<file path="config.mk">
export PLATFORM = sky130hd
export DESIGN_NAME = pipe_ctrl_unit
export DESIGN_NICKNAME = d
export VERILOG_FILES = /design/src/rtl/pipe_ctrl_unit.sv
export SDC_FILE = /design/constraint.sdc
export NUM_CORES = 1
export LEC_CHECK = 0
export BUFFER_PORTS_ARGS = -buffer_cell sky130_fd_sc_hd__buf_2
export CELL_PAD_IN_SITES_DETAIL_PLACEMENT = 1
export CELL_PAD_IN_SITES_GLOBAL_PLACEMENT = 2
export CORE_UTILIZATION = 30
export CTS_CLUSTER_SIZE = 16
export DETAILED_ROUTE_END_ITERATION = 16
export PLACE_DENSITY_LB_ADDON = 0.15
export SLEW_MARGIN = 20
export SYNTH_ARGS = -nofsm -noshare
export SYNTH_HDL_FRONTEND = slang
export SYNTH_SLANG_ARGS = --single-unit
</file>
<file path="constraint.sdc">
create_clock -name clk -period 2.5 [get_ports clk]
set_input_delay 0.5 -clock clk [delete_from_list [all_inputs] [get_ports clk]]
set_output_delay 0.5 -clock clk [all_outputs]
set_load 0.02 [all_outputs]
</file>
<file path="src/rtl/pipe_ctrl_unit.sv">
// ID-stage control: decodes the RV32I instruction into the ID/EX control register and
// resolves load-use stalls, redirect squashes and multi-cycle mul/div occupancy of EX.
module pipe_ctrl_unit #(
    parameter int unsigned REG_AW     = 5,
    parameter int unsigned ENABLE_M   = 1,
    parameter int unsigned MD_LATENCY = 4,
    parameter int unsigned STALL_CW   = 16
) (
    input  logic                clk,
    input  logic                rst_n,
    input  logic                id_valid,
    input  logic [31:0]         id_instr,
    input  logic                ex_redirect,
    output logic                ex_valid,
    output logic                ex_reg_write,
    output logic                ex_alu_src,
    output logic                ex_mem_write,
    output logic                ex_mem_read,
    output logic                ex_branch,
    output logic                ex_jump,
    output logic                ex_jalr,
    output logic [1:0]          ex_mem_to_reg,
    output logic [1:0]          ex_alu_op,
    output logic                ex_md,
    output logic                ex_illegal,
    output logic [REG_AW-1:0]   ex_rd,
    output logic [6:0]          ex_op,
    output logic                stall_if_id,
    output logic                flush_if_id,
    output logic                ex_hold,
    output logic [STALL_CW-1:0] stall_cycles
);

    localparam int unsigned MD_CW = (MD_LATENCY > 1) ? $clog2(MD_LATENCY) : 1;
    localparam logic [MD_CW-1:0] MD_LOAD = MD_CW'(MD_LATENCY - 1);

    localparam logic [6:0] OP_LOAD   = 7'b0000011;
    localparam logic [6:0] OP_OP     = 7'b0110011;
    localparam logic [6:0] OP_IMM    = 7'b0010011;
    localparam logic [6:0] OP_STORE  = 7'b0100011;
    localparam logic [6:0] OP_BRANCH = 7'b1100011;
    localparam logic [6:0] OP_JAL    = 7'b1101111;
    localparam logic [6:0] OP_JALR   = 7'b1100111;
    localparam logic [6:0] OP_LUI    = 7'b0110111;
    localparam logic [6:0] OP_AUIPC  = 7'b0010111;
    localparam logic [6:0] F7_MD     = 7'b0000001;

    typedef struct packed {
        logic              valid;
        logic              reg_write;
        logic              alu_src;
        logic              mem_write;
        logic              mem_read;
        logic              branch;
        logic              jump;
        logic              jalr;
        logic [1:0]        mem_to_reg;
        logic [1:0]        alu_op;
        logic              md;
        logic              illegal;
        logic [REG_AW-1:0] rd;
        logic [6:0]        op;
    } id_ex_t;

    id_ex_t              ex_q, ex_d, dec;
    logic [MD_CW-1:0]    md_cnt_q, md_cnt_d;
    logic [STALL_CW-1:0] stall_cnt_q, stall_cnt_d;

    logic [6:0]        op;
    logic [6:0]        funct7;
    logic [REG_AW-1:0] rs1, rs2;
    logic              rs1_used, rs2_used;
    logic              load_use, md_busy;
    logic              stall_c, flush_c;
    logic              unused_funct3;

    assign op            = id_instr[6:0];
    assign funct7        = id_instr[31:25];
    assign rs1           = REG_AW'(id_instr[19:15]);
    assign rs2           = REG_AW'(id_instr[24:20]);
    assign unused_funct3 = ^id_instr[14:12];

    // Instruction decode into the ID/EX bundle.
    always_comb begin
        dec       = '0;
        dec.valid = 1'b1;
        dec.rd    = REG_AW'(id_instr[11:7]);
        dec.op    = op;
        case (op)
            OP_LOAD: begin
                dec.reg_write  = 1'b1;
                dec.alu_src    = 1'b1;
                dec.mem_read   = 1'b1;
                dec.mem_to_reg = 2'b00;
            end
            OP_OP: begin
                if ((funct7 == F7_MD) && (ENABLE_M == 0)) begin
                    dec.illegal = 1'b1;
                end else begin
                    dec.reg_write  = 1'b1;
                    dec.mem_to_reg = 2'b01;
                    dec.alu_op     = 2'b10;
                    dec.md         = (funct7 == F7_MD);
                end
            end
            OP_IMM: begin
                dec.reg_write  = 1'b1;
                dec.alu_src    = 1'b1;
                dec.mem_to_reg = 2'b01;
            end
            OP_STORE: begin
                dec.alu_src    = 1'b1;
                dec.mem_write  = 1'b1;
                dec.mem_to_reg = 2'b01;
            end
            OP_BRANCH: begin
                dec.branch     = 1'b1;
                dec.mem_to_reg = 2'b01;
                dec.alu_op     = 2'b01;
            end
            OP_JAL: begin
                dec.reg_write  = 1'b1;
                dec.jump       = 1'b1;
                dec.mem_to_reg = 2'b10;
            end
            OP_JALR: begin
                dec.reg_write  = 1'b1;
                dec.alu_src    = 1'b1;
                dec.jalr       = 1'b1;
                dec.mem_to_reg = 2'b10;
            end
            OP_LUI, OP_AUIPC: begin
                dec.reg_write  = 1'b1;
                dec.mem_to_reg = 2'b01;
            end
            default: dec.illegal = 1'b1;
        endcase
    end

    // Source-register usage for hazard detection.
    always_comb begin
        rs1_used = 1'b0;
        rs2_used = 1'b0;
        case (op)
            OP_OP, OP_STORE, OP_BRANCH: begin
                rs1_used = 1'b1;
                rs2_used = 1'b1;
            end
            OP_IMM, OP_LOAD, OP_JALR: rs1_used = 1'b1;
            default: ;
        endcase
    end

    assign load_use = ex_q.valid && ex_q.mem_read && (ex_q.rd != '0) && id_valid &&
                      ((rs1_used && (rs1 == ex_q.rd)) || (rs2_used && (rs2 == ex_q.rd)));
    assign md_busy  = (md_cnt_q != '0);

    // Hazard priority: mul/div occupancy, then redirect, then load-use, then normal issue.
    always_comb begin
        ex_d        = ex_q;
        md_cnt_d    = md_cnt_q;
        stall_c     = 1'b0;
        flush_c     = 1'b0;
        if (md_busy) begin
            stall_c  = 1'b1;
            md_cnt_d = md_cnt_q - MD_CW'(1);
        end else if (ex_redirect) begin
            flush_c = 1'b1;
            ex_d    = '0;
        end else if (load_use) begin
            stall_c = 1'b1;
            ex_d    = '0;
        end else begin
            ex_d = id_valid ? dec : '0;
            if (id_valid && dec.md) begin
                md_cnt_d = MD_LOAD;
            end
        end
        stall_cnt_d = stall_cnt_q;
        if (stall_c && (stall_cnt_q != '1)) begin
            stall_cnt_d = stall_cnt_q + STALL_CW'(1);
        end
    end

    always_ff @(posedge clk or negedge rst_n) begin
        if (!rst_n) begin
            ex_q        <= '0;
            md_cnt_q    <= '0;
            stall_cnt_q <= '0;
        end else begin
            ex_q        <= ex_d;
            md_cnt_q    <= md_cnt_d;
            stall_cnt_q <= stall_cnt_d;
        end
    end

    assign ex_valid      = ex_q.valid;
    assign ex_reg_write  = ex_q.reg_write;
    assign ex_alu_src    = ex_q.alu_src;
    assign ex_mem_write  = ex_q.mem_write;
    assign ex_mem_read   = ex_q.mem_read;
    assign ex_branch     = ex_q.branch;
    assign ex_jump       = ex_q.jump;
    assign ex_jalr       = ex_q.jalr;
    assign ex_mem_to_reg = ex_q.mem_to_reg;
    assign ex_alu_op     = ex_q.alu_op;
    assign ex_md         = ex_q.md;
    assign ex_illegal    = ex_q.illegal;
    assign ex_rd         = ex_q.rd;
    assign ex_op         = ex_q.op;
    assign stall_if_id   = stall_c;
    assign flush_if_id   = flush_c;
    assign ex_hold       = md_busy;
    assign stall_cycles  = stall_cnt_q;

endmodule

</file>
==> reports/metrics.sh, run 1 <==
STATUS='complete, no violations'
CTS_NUM_SINKS=44
CP-END-KIND='output port'
POWER.SEQUENTIAL.FRACTION=0.376
VIAS_PER_CELL=4.95
CORE_REGION_AREA_MM2=0.00737
MAX_CAP_VIOL_COUNT=0
CRITICAL_PATH.MAX_STAGE_DELAY_NS=0.39
LAYOUT-AREA-OVERHEAD-VS-SYNTH_PCT=29.7
CRITPATHREQUIREDTIME_NS=2.00
DESIGN_INTERNAL_POWER_mW=1.49
FINAL.FILL_COUNT=874
CTS_BUFS_INSERTED=5
SYNTHMOSTINSTANTIATEDCELL='dfrtp_1'
SYNTH.LIB_CELLS_USED.DISTINCT=40
SYNTH_COMMON_CELLS='44 x dfrtp_1, 30 x nand2_1, 23 x xor2_1'
PORT_BUFFERS=77
FMAXACHIEVABLE_MHz=415
SYNTH.YOSYS.SEQ_AREA_SHARE=0.472
MIN_PERIOD_OVER_PERIOD=0.963
PERIOD_MINUS_SLACK_NS=2.41
CTS.PATH.MAX_BUFFERS=2
WORST_CLOCK_SKEW_NS=0.0112
CRITPATHSLOWESTCELL='dfrtp_1'
FINALSETUPVIOLCOUNT=0
DOMINANTREGCELLSYNTH='dfrtp_1'
NUMPLACEDINSTANCES=407
GRT_MAX_DEGREE=35
PLACED_CELL_AREA_MM2=0.00288
SYNTH_TOP_CELL_AREA_SHARE=0.472
SYNTH-EDFF-COUNT=0
CONGESTION_OVERFLOW_GR=0
REGTOREGSTARTPOINT='ex_rd[1]$_DFFE_PN0P_'
YOSYS_REGISTER_BITS=44
R2R.WORST_PATH.CELLS=8
REPORT.FINAL.HOLD_VIOL_COUNT=0
SWITCHING_SHARE=0.385
TIGHTEST_SLEW_NS=0.622
DIE_Y_UM=90.2
LEAKAGEPOWER_nW=1.41
SYNTHESIS.NETS=269
FIN_SETUP_TNS_NS=0
TIMING_WORST_SETUP_PATH_TYPE='reg -> out'
NETLIST_INSTANCES=231
FINAL_ANTENNA_DIODE_COUNT=0
PIN_COUNT=81
R2R_SETUP_SLACK_NS=0.24
VIA_COUNT=2065
INITIAL_ANTENNA_VIOLATION_COUNT=0
DESIGN.DIE.AREA_MM2=0.00814
CTS_TREE='done'
ROW_COUNT=31
CLOCK_INSERTION_DELAY_WORST_SKEW_NS=0.30
POSTROUTEANTENNANETS=0
FLOORPLAN.INITIALDENSITY=0.317
IRDROPWORSTVDD_mV=0.333
WORST_EP_ARRIVAL_TIME_NS=1.91
DETAIL_ROUTE.DRC_VIOLATIONS=0
TIMING.CRITICAL_PATH.FANOUT_MAX=2
LAYOUT-DRIVE-GT1-SHARE=0.365
GRTUSAGETOTAL=0.167
FINAL-INSTANCE-COUNT-EXCL-FILL=417
RSZ0062_AT_GRT='yes'
NNETSFINAL=355
HPWL_UM=4730
FINAL_MAX_SLEW_VIOL_COUNT=0
POSTLAYOUTCOREUTIL=0.411
SETUP.WORST_PATH.START_CLASS='flop'
ROUTEDWLPERCELL_UM=15.5
VIAS_IN_THE_FIRST_GLOBAL_ROUTE=2075
CLK_ROOT_BUFFER_CELL='clkbuf_8'
CELL_AREA_AFTER_SYNTHESIS_MM2=0.00233
MAX_SLEW_MARGIN=0.584
POWER-PER-CELL-AREA_mW_PER_MM2=801
LARGEST_REGISTER_FFS=16
POST_ROUTE_CELL_AREA_MM2=0.00303
FIRST_DRT_PASS_ITERATION_COUNT=4
WHS_NS=0.115
GRT_PASS1_WL_UM=11000
YOSYSTOPAREACELL='dfrtp_1'
WORSTPATHCELLLIST='xor2_1 > nor4_2 > nand3_1 > a211o_1 > nand2_2 > buf_6'
SYNTH.YOSYS.WARNINGS=0
ROUTABILITYCONGESTION=0.722
SYNTH_AREA_LEADERS='dfrtp_1 47%, xor2_1 8.6%, nand2_1 4.8%'
SYNTHESIS.AREA_PER_INSTANCE_UM2=10.1
CRIT-REG2REG-CAPTURE='stall_cycles[15]$_DFFE_PN0P_'
COMB_POWER_SHARE=0.397
WORST_HOLD_PATH_TYPE='in -> async'
CLK_PIN_SLEW_NS=0.09
DIE_W_UM=90.2
PWR-SHARE-CLK=0.226
CTS-HTREE-LEVELS=2
POWER_SWITCHING_mW=0.933
ROUTE.FINAL.WIRE_LENGTH_UM=6450
ASYNCSETRESETFLOPFRACSYNTH=1.00
DRT_ITER0_MARKERS=36
final cells by class:
type                            count  area (µm²)  area share
Clock buffer                        6        72.6      0.0240
Clock inverter                      2        35.0      0.0116
Inverter                            9        33.8      0.0112
Multi-Input combinational cell    165        1150       0.381
Sequential cell                    44        1100       0.365
Tap cell                           99         124      0.0409
Timing Repair Buffer               92         504       0.167
routing by layer:
metal / track usage / share of wire
met5: 0 / 0
met2: 0.256 / 0.46
met1: 0.243 / 0.49
met4: 0.0363 / 0.0076
met3: 0.0313 / 0.041
cell usage in the layout (no fill, tap or decap), types with 2 or more instances in the layout:
master      n
a211o_1     2
a211oi_1    6
a211oi_2    6
a21oi_1    10
a31o_2      2
a32o_1      4
and2_1      4
and3_1      5
buf_2      76
buf_4      15
clkbuf_8    5
dfrtp_1    42
dfrtp_2     2
ha_1        2
inv_1       8
mux2_2      2
nand2_1    29
nand2b_1    2
nand3_1    11
nand4_1     2
nor2_1      5
nor2b_1     7
nor3_1      6
o21ai_0     2
o21ai_1     2
o2bb2ai_1  12
o31ai_1     2
o32ai_1     4
xnor2_1     2
xor2_1     23
power by group through the flow:
stage / Combinational [mW] / Clock (mW) / Sequential, mW
floorplan: 0.460 / 0 / 1.06
global placement: 0.925 / 0 / 0.930
detailed placement: 0.930 / 0 / 0.934
CTS: 0.948 / 0.570 / 0.922
global route: 1.06 / 0.588 / 0.932
finish: 0.964 / 0.548 / 0.912
worst max-delay path: cells and delay by family (launching register included):
| kind | cells | cell delay (ns) |
|---|---|---|
| XOR/XNOR | 1 | 0.16 |
| AO/OA/AOI/OAI | 1 | 0.36 |
| buffers and inverters | 1 | 0.12 |
| flip-flops | 1 | 0.39 |
| AND/OR/NAND/NOR | 3 | 0.59 |
metrics by stage:
| stage | power (mW) | setup WS [ns] |
|---|---|---|
| 6_report | 2.42 | 0.0931 |
| 5_1_grt | 2.58 | -0.0413 |
| 4_1_cts | 2.44 | 0.0260 |
| 3_5_place_dp | 1.86 | 0.0472 |
| 3_3_place_gp | 1.86 | 0.0486 |
| 2_1_floorplan | 1.52 | 0.247 |
repair_timing:
action	in CTS	in global routing
gates resized for setup	3	4
endpoints found under the setup margin	1	1
buffers inserted	1	1
pin swaps	2	5
hold buffers	0	0
worst max-delay path by stage:
stage,endpoint,cells past startpoint,slack [ns],startpoint
finish,stall_if_id,6,0.09,ex_rd[1]$_DFFE_PN0P_
global route,stall_if_id,6,-0.04,ex_rd[1]$_DFFE_PN0P_
CTS,stall_if_id,7,0.03,ex_rd[1]$_DFFE_PN0P_
detailed placement,stall_if_id,7,0.05,id_instr[21]
global placement,stall_if_id,7,0.05,id_instr[21]
floorplan,stall_if_id,6,0.25,ex_rd[1]$_DFFE_PN0P_
logic make-up after synthesis:
group           share of synthesized area
mux                                0.0188
flops                               0.472
simple gates                        0.178
xor+xnor                           0.0938
buf+inv                            0.0397
compound gates                      0.187
fa+ha+maj                          0.0107
Note: power is estimated with default switching activity, not from simulation.
==> run 2: changes to the inputs <==
CORE_UTILIZATION = 25   (was 30)
==> run 2 against run 1 <==
Clock skew fell by 0.0047 ns. Global-route usage fell by 2.0 points. Sequential share of layout area fell by 0.28 points. Count of clock-buffer cells in the layout rose by 1. Worst setup slack improved by 0.015 ns. Maximum frequency rose by 0.65%. Via count rose by 0.63%. Routed wire length rose by 5.3%. Final area rose by 0.79%. Sequential cell count did not move. Sequential power barely moved. Critical path type unchanged. Critical endpoint unchanged. Largest cell class unchanged. Largest power group unchanged. Highest routed layer unchanged.
==> reports/metrics.sh, run 2 (synthesis results as in run 1) <==
STATUS='complete, no violations'
PERIOD_MINUS_SLACK_NS=2.39  # -0.0155 ns
GRTUSAGETOTAL=0.147  # -0.0197
WORST_SLACK_NS=0.109  # +0.0155 ns
WORST_HOLD_PATH_TYPE='in -> async'
MOSTFREQUENTLAYOUTCELL='buf_2'
INITIAL_ANTENNA_VIOLATION_COUNT=0  # unchanged
RSZ0062_AT_GRT='no'
PIN_COUNT=81  # unchanged
GRT_MAX_DEGREE=45  # +29%
VIA_COUNT=2078  # +0.63%
DETAIL_ROUTE.DRC_VIOLATIONS=0  # unchanged
LAYOUT-AREA-OVERHEAD-VS-SYNTH_PCT=30.7
CTS.PATH.MAX_BUFFERS=2  # unchanged
WORST_CLOCK_SKEW_NS=0.00659  # -0.00466 ns
ROUTABILITYCONGESTION=0.702  # -2.8%
REPORT.FINAL.HOLD_VIOL_COUNT=0  # unchanged
TIMING_WORST_SETUP_PATH_TYPE='reg -> out'
FMAXACHIEVABLE_MHz=418  # +0.65%
LEAKAGEPOWER_nW=1.42  # +0.99%
PORT_BUFFERS=77  # unchanged
CTS-HTREE-LEVELS=2  # unchanged
FIN_SETUP_TNS_NS=0  # unchanged
PWR-SHARE-CLK=0.203  # -0.023
POST_ROUTE_CELL_AREA_MM2=0.00305  # +0.79%
CLOCK_INSERTION_DELAY_WORST_SKEW_NS=0.29  # about the same
ROW_COUNT=34  # +9.7%
CTS_TREE='done'
LARGEST_REGISTER_FFS=16  # unchanged
NNETSFINAL=359  # +1.1%
POSTROUTEANTENNANETS=0  # unchanged
COMB_POWER_SHARE=0.417  # +0.020
FIRST_DRT_PASS_ITERATION_COUNT=4  # unchanged
CLK_PIN_SLEW_NS=0.08  # about the same
CLK_ROOT_BUFFER_CELL='clkbuf_8'
SETUP.WORST_PATH.START_CLASS='flop'
DIE_Y_UM=98.6  # +9.3%
DPL_WORST_SLACK_NS=0.126  # +0.0792 ns
HPWL_UM=4960  # +5.0%
CORE_REGION_AREA_MM2=0.00889  # +21%
CRITPATHREQUIREDTIME_NS=2.00  # about the same
DESIGN.DIE.AREA_MM2=0.00972  # +20%
VIAS_PER_CELL=4.84  # -2.2%
DESIGN_INTERNAL_POWER_mW=1.47  # -1.6%
ROUTE.FINAL.WIRE_LENGTH_UM=6790  # +5.3%
POWER.SEQUENTIAL.FRACTION=0.381  # +0.005
FLOORPLAN.INITIALDENSITY=0.262  # -0.0542
POWER-PER-CELL-AREA_mW_PER_MM2=787  # -1.7%
MAX_CAP_VIOL_COUNT=0  # unchanged
PLACED_CELL_AREA_MM2=0.00289  # +0.13%
FINALSETUPVIOLCOUNT=0  # unchanged
GRT_PASS1_WL_UM=11300  # +3.0%
IRDROPWORSTVDD_mV=0.338  # +1.3%
CTS-HOLD-FIX-BUFFERS=0  # unchanged
MIN_PERIOD_OVER_PERIOD=0.957  # -0.00618
ROUTEDWLPERCELL_UM=15.8  # +2.4%
POWER_SWITCHING_mW=0.935  # +0.23%
DRT_ITER0_MARKERS=129  # +260%
MOST-COMMON-LAYOUT-CELLS='76 x buf_2, 42 x dfrtp_1, 30 x nand2_1'
WHS_NS=0.293  # +0.178 ns
WORST_EP_ARRIVAL_TIME_NS=1.89  # -0.02 ns
LAYOUT-DRIVE-GT1-SHARE=0.371  # +0.00594
MAX_SLEW_MARGIN=0.532  # -0.0521
CTS_BUFS_INSERTED=5  # unchanged
FINAL_ANTENNA_DIODE_COUNT=0  # unchanged
DIE_W_UM=98.6  # +9.3%
CP-END-KIND='output port'
VIAS_IN_THE_FIRST_GLOBAL_ROUTE=2094  # +0.92%
CTS_NUM_SINKS=44  # unchanged
TIMING.CRITICAL_PATH.FANOUT_MAX=2  # unchanged
TIGHTEST_SLEW_NS=0.699  # +0.0769 ns
TOTAL_POWER_mW=2.40  # -0.92%
SWITCHING_SHARE=0.389  # +0.00447
FINAL_MAX_SLEW_VIOL_COUNT=0  # unchanged
CONGESTION_OVERFLOW_GR=0  # unchanged
[run 2: cell type report]
class | count | area [µm²]
fill | 1037 | 5840
inverter | 9 | 33.8
sequential | 44 | 1100
timing repair buffer | 96 | 531
tap | 108 | 135
multi-input combinational | 165 | 1150
clock buffer | 7 | 96.3
[run 2: path summary, 6_finish.rpt]
kind,startpoint,to,slack [ns],depth (start not counted)
setup / recovery,ex_rd[1]$_DFFE_PN0P_,stall_if_id,0.11,6
hold / removal,rst_n,ex_op[2]$_DFFE_PN0P_,0.29,2
setup reg to reg,stall_cycles[0]$_DFFE_PN0P_,stall_cycles[1]$_DFFE_PN0P_,0.27,7
hold reg to reg,ex_op[0]$_DFFE_PN0P_,ex_op[0]$_DFFE_PN0P_,0.49,1
max in group asynchronous,rst_n,ex_rd[2]$_DFFE_PN0P_,1.80,2
min in group clk,id_instr[9],ex_rd[2]$_DFFE_PN0P_,0.44,3
[run 2: what timing repair did]
action                                  4_1_cts  5_1_grt
endpoints found under the setup margin        1        2
hold endpoints to repair                      0        0
gates resized for setup                       3        2
pin swaps                                     3        3
setup buffers                                 2        5
[run 2: worst max-delay path, cell delays in order (launching register included)]
cell     delay (ns)
dfrtp_1        0.40
xor2_1         0.17
nor4_2         0.30
nand3_1        0.14
a211o_1        0.35
nand2_1        0.10
buf_4          0.14
[run 2: stage by stage]
stage / instances / utilization
floorplan: 231 / -
global route: 429 / 0.343
global placement: 415 / 0.325
detailed placement: 415 / 0.325
CTS: 424 / 0.338
finish: 429 / 0.343
[run 2: power groups by stage]
stage                     sequential, mW  clock (mW)  combinational (mW)
final                              0.915       0.487                1.00
after global routing               0.933       0.533                1.10
after CTS                          0.923       0.515               0.968
after detailed placement           0.935           0               0.947
after global placement             0.932           0               0.940
after floorplan                     1.06           0               0.460
[run 2: layer usage]
metal | GRT usage | share of wire
met1 | 0.221 | 0.52
met2 | 0.219 | 0.44
met3 | 0.0227 | 0.033
met4 | 0.0379 | 0.011
met5 | 0 | 0
==> run 3: changes to the inputs <==
PLACE_DENSITY = 0.71   (was unset)
PLACE_DENSITY_LB_ADDON = unset   (was 0.15)
==> run 3 against run 2 <==
Sequential power down 0.8%. Routed wire length up 0.18%. Non-clock buffer count down 2. Highest routed layer unchanged. Final cell count down 0.23%. Final area down 0.66%. Largest cell class unchanged. Maximum frequency down 1.7%.
==> reports/metrics.sh, run 3 (synthesis results as in run 1) <==
STATUS='complete, no violations'
PWR-SHARE-CLK=0.199  # -0.004
REPORT.FINAL.HOLD_VIOL_COUNT=0  # unchanged
PIN_COUNT=81  # unchanged
DESIGN_INTERNAL_POWER_mW=1.44  # -2.1%
CLK_ROOT_BUFFER_CELL='clkbuf_8'
CRITPATHREQUIREDTIME_NS=2.00  # about the same
CTS_NUM_SINKS=44  # unchanged
PORT_BUFFERS=77  # unchanged
DPL_WORST_SLACK_NS=0.0487  # -0.0777 ns
FIRST_DRT_PASS_ITERATION_COUNT=4  # unchanged
FINAL-INSTANCE-COUNT-EXCL-FILL=428  # -0.23%
ROUTE.FINAL.WIRE_LENGTH_UM=6810  # +0.18%
R2R.WORST_PATH.CELLS=8  # +1
WHS_NS=0.291  # -0.00113 ns
TOTAL_POWER_mW=2.37  # -1.3%
DRT_ITER0_MARKERS=47  # -64%
MOSTFREQUENTLAYOUTCELL='buf_2'
POSTROUTEANTENNANETS=0  # unchanged
TIMING.CRITICAL_PATH.FANOUT_MAX=4  # +2
FINALSETUPVIOLCOUNT=0  # unchanged
NUMPLACEDINSTANCES=417  # +0.48%
POWER-PER-CELL-AREA_mW_PER_MM2=782  # -0.64%
FMAXACHIEVABLE_MHz=411  # -1.7%
PERIOD_MINUS_SLACK_NS=2.43  # +0.0411 ns
CTS.PATH.MAX_BUFFERS=2  # unchanged
POWER.SEQUENTIAL.FRACTION=0.383  # +0.002
CLOCK_INSERTION_DELAY_WORST_SKEW_NS=0.30  # about the same
ROW_COUNT=34  # unchanged
DIE_W_UM=98.6  # unchanged
COMB_POWER_SHARE=0.419  # +0.002
CONGESTION_OVERFLOW_GR=0  # unchanged
SWITCHING_SHARE=0.395  # +0.00519
CORE_REGION_AREA_MM2=0.00889  # unchanged
INITIAL_ANTENNA_VIOLATION_COUNT=0  # unchanged
ROUTEDWLPERCELL_UM=15.9  # +0.41%
LEAKAGEPOWER_nW=1.41  # -0.94%
GRTUSAGETOTAL=0.149  # +0.00172
POWER_SWITCHING_mW=0.936  # about the same
LARGEST_REGISTER_FFS=16  # unchanged
POSTLAYOUTCOREUTIL=0.341  # -0.00225
VIAS_IN_THE_FIRST_GLOBAL_ROUTE=2221  # +6.1%
MOST-COMMON-LAYOUT-CELLS='76 x buf_2, 43 x dfrtp_1, 30 x nand2_1'
SETUP.WORST_PATH.START_CLASS='flop'
TIGHTEST_SLEW_NS=0.709  # +0.00987 ns
FLOORPLAN.INITIALDENSITY=0.262  # unchanged
CP-END-KIND='output port'
VIA_COUNT=2052  # -1.3%
CLK_PIN_SLEW_NS=0.09  # about the same
NNETSFINAL=357  # -0.56%
GRT_PASS1_WL_UM=11300  # +0.55%
WORST_SLACK_NS=0.0675  # -0.0411 ns
WORST_EP_ARRIVAL_TIME_NS=1.93  # +0.04 ns
HPWL_UM=5060  # +2.0%
DIE_Y_UM=98.6  # unchanged
MAX_CAP_VIOL_COUNT=0  # unchanged
TIMING_WORST_SETUP_PATH_TYPE='reg -> out'
CTS-HTREE-LEVELS=2  # unchanged
MAX_SLEW_MARGIN=0.527  # -0.00583
WORST_HOLD_PATH_TYPE='in -> async'
FINAL_ANTENNA_DIODE_COUNT=0  # unchanged
CTS-HOLD-FIX-BUFFERS=0  # unchanged
GRT_MAX_DEGREE=45  # unchanged
MIN_PERIOD_OVER_PERIOD=0.973  # +0.0164
CTS_BUFS_INSERTED=5  # unchanged
CTS_TREE='done'
VIAS_PER_CELL=4.79  # -1.0%
FINAL.FILL_COUNT=1056  # +1.8%
LAYOUT-DRIVE-GT1-SHARE=0.359  # -0.0113
ROUTABILITYCONGESTION=0.736  # +4.8%
FINAL_MAX_SLEW_VIOL_COUNT=0  # unchanged
LAYOUT-AREA-OVERHEAD-VS-SYNTH_PCT=29.9
DETAIL_ROUTE.DRC_VIOLATIONS=0  # unchanged
RSZ0062_AT_GRT='yes'
WORST_CLOCK_SKEW_NS=0.0104  # +0.00379 ns
DESIGN.DIE.AREA_MM2=0.00972  # unchanged
IRDROPWORSTVDD_mV=0.204  # -39%
-- run 3: changes by cell type in the layout (fill, tap and decap cells not counted), sizes merged --
cell,change
buf,-2
clkinvlp,+1
-- run 3: power groups by stage --
| stage | sequential (mW) | combinational, mW | clock [mW] |
|---|---|---|---|
| 6_report | 0.908 | 0.993 | 0.471 |
| 5_1_grt | 0.923 | 1.09 | 0.522 |
| 4_1_cts | 0.913 | 0.981 | 0.500 |
| 3_5_place_dp | 0.926 | 0.972 | 0 |
| 3_3_place_gp | 0.924 | 0.942 | 0 |
| 2_1_floorplan | 1.06 | 0.460 | 0 |
-- run 3: layout make-up --
type / count / area, µm² / area share
Clock inverter: 1 / 7.51 / 0.00248
Inverter: 9 / 33.8 / 0.0111
Multi-Input combinational cell: 165 / 1150 / 0.378
Timing Repair Buffer: 94 / 519 / 0.171
Clock buffer: 7 / 86.3 / 0.0285
Tap cell: 108 / 135 / 0.0446
Sequential cell: 44 / 1100 / 0.364
-- run 3: critical path, stage by stage, from the launching register on --
cell     delay (ns)
dfrtp_2        0.44
xor2_1         0.15
nor4_2         0.32
nand3_1        0.15
a211o_1        0.36
nand2_1        0.10
buf_6          0.12
-- run 3: metrics by stage --
stage	cell area, µm²	setup TNS [ns]
finish	3030	0
detailed placement	2900	0
CTS	3010	0
floorplan	2330	0
global placement	2900	0
global route	3030	-0.0609
-- run 3: per-layer routing --
| metal | GRT usage | vias to the layer above | routed length [µm] |
|---|---|---|---|
| li1 | - | 1002 | - |
| met1 | 0.196 | 1009 | 3260 |
| met2 | 0.255 | 36 | 3310 |
| met3 | 0.0170 | 5 | 160 |
| met4 | 0.0482 | 0 | 77 |
| met5 | 0 | - | 0 |
-- run 3: what timing repair did --
| action | in CTS | in global routing |
|---|---|---|
| endpoints found under the setup margin | 1 | 1 |
| pin swaps | 1 | 5 |
| gates resized for setup | 1 | 3 |
| cloned | 0 | 0 |
| buffers inserted | 1 | 2 |
-- run 3: worst paths after layout --
check                                     startpoint                           to  slack, ns
worst max register to register  ex_rd[2]$_DFFE_PN0P_  stall_cycles[5]$_DFFE_PN0P_       0.21
max in group asynchronous                      rst_n         ex_rd[2]$_DFFE_PN0P_       1.80
worst max-delay path            ex_rd[2]$_DFFE_PN0P_                  stall_if_id       0.07
worst min register to register  ex_op[6]$_DFFE_PN0P_         ex_op[6]$_DFFE_PN0P_       0.48
worst min-delay path                           rst_n      md_cnt_q[1]$_DFFE_PN0P_       0.29
min in group clk                         id_instr[7]         ex_rd[0]$_DFFE_PN0P_       0.44
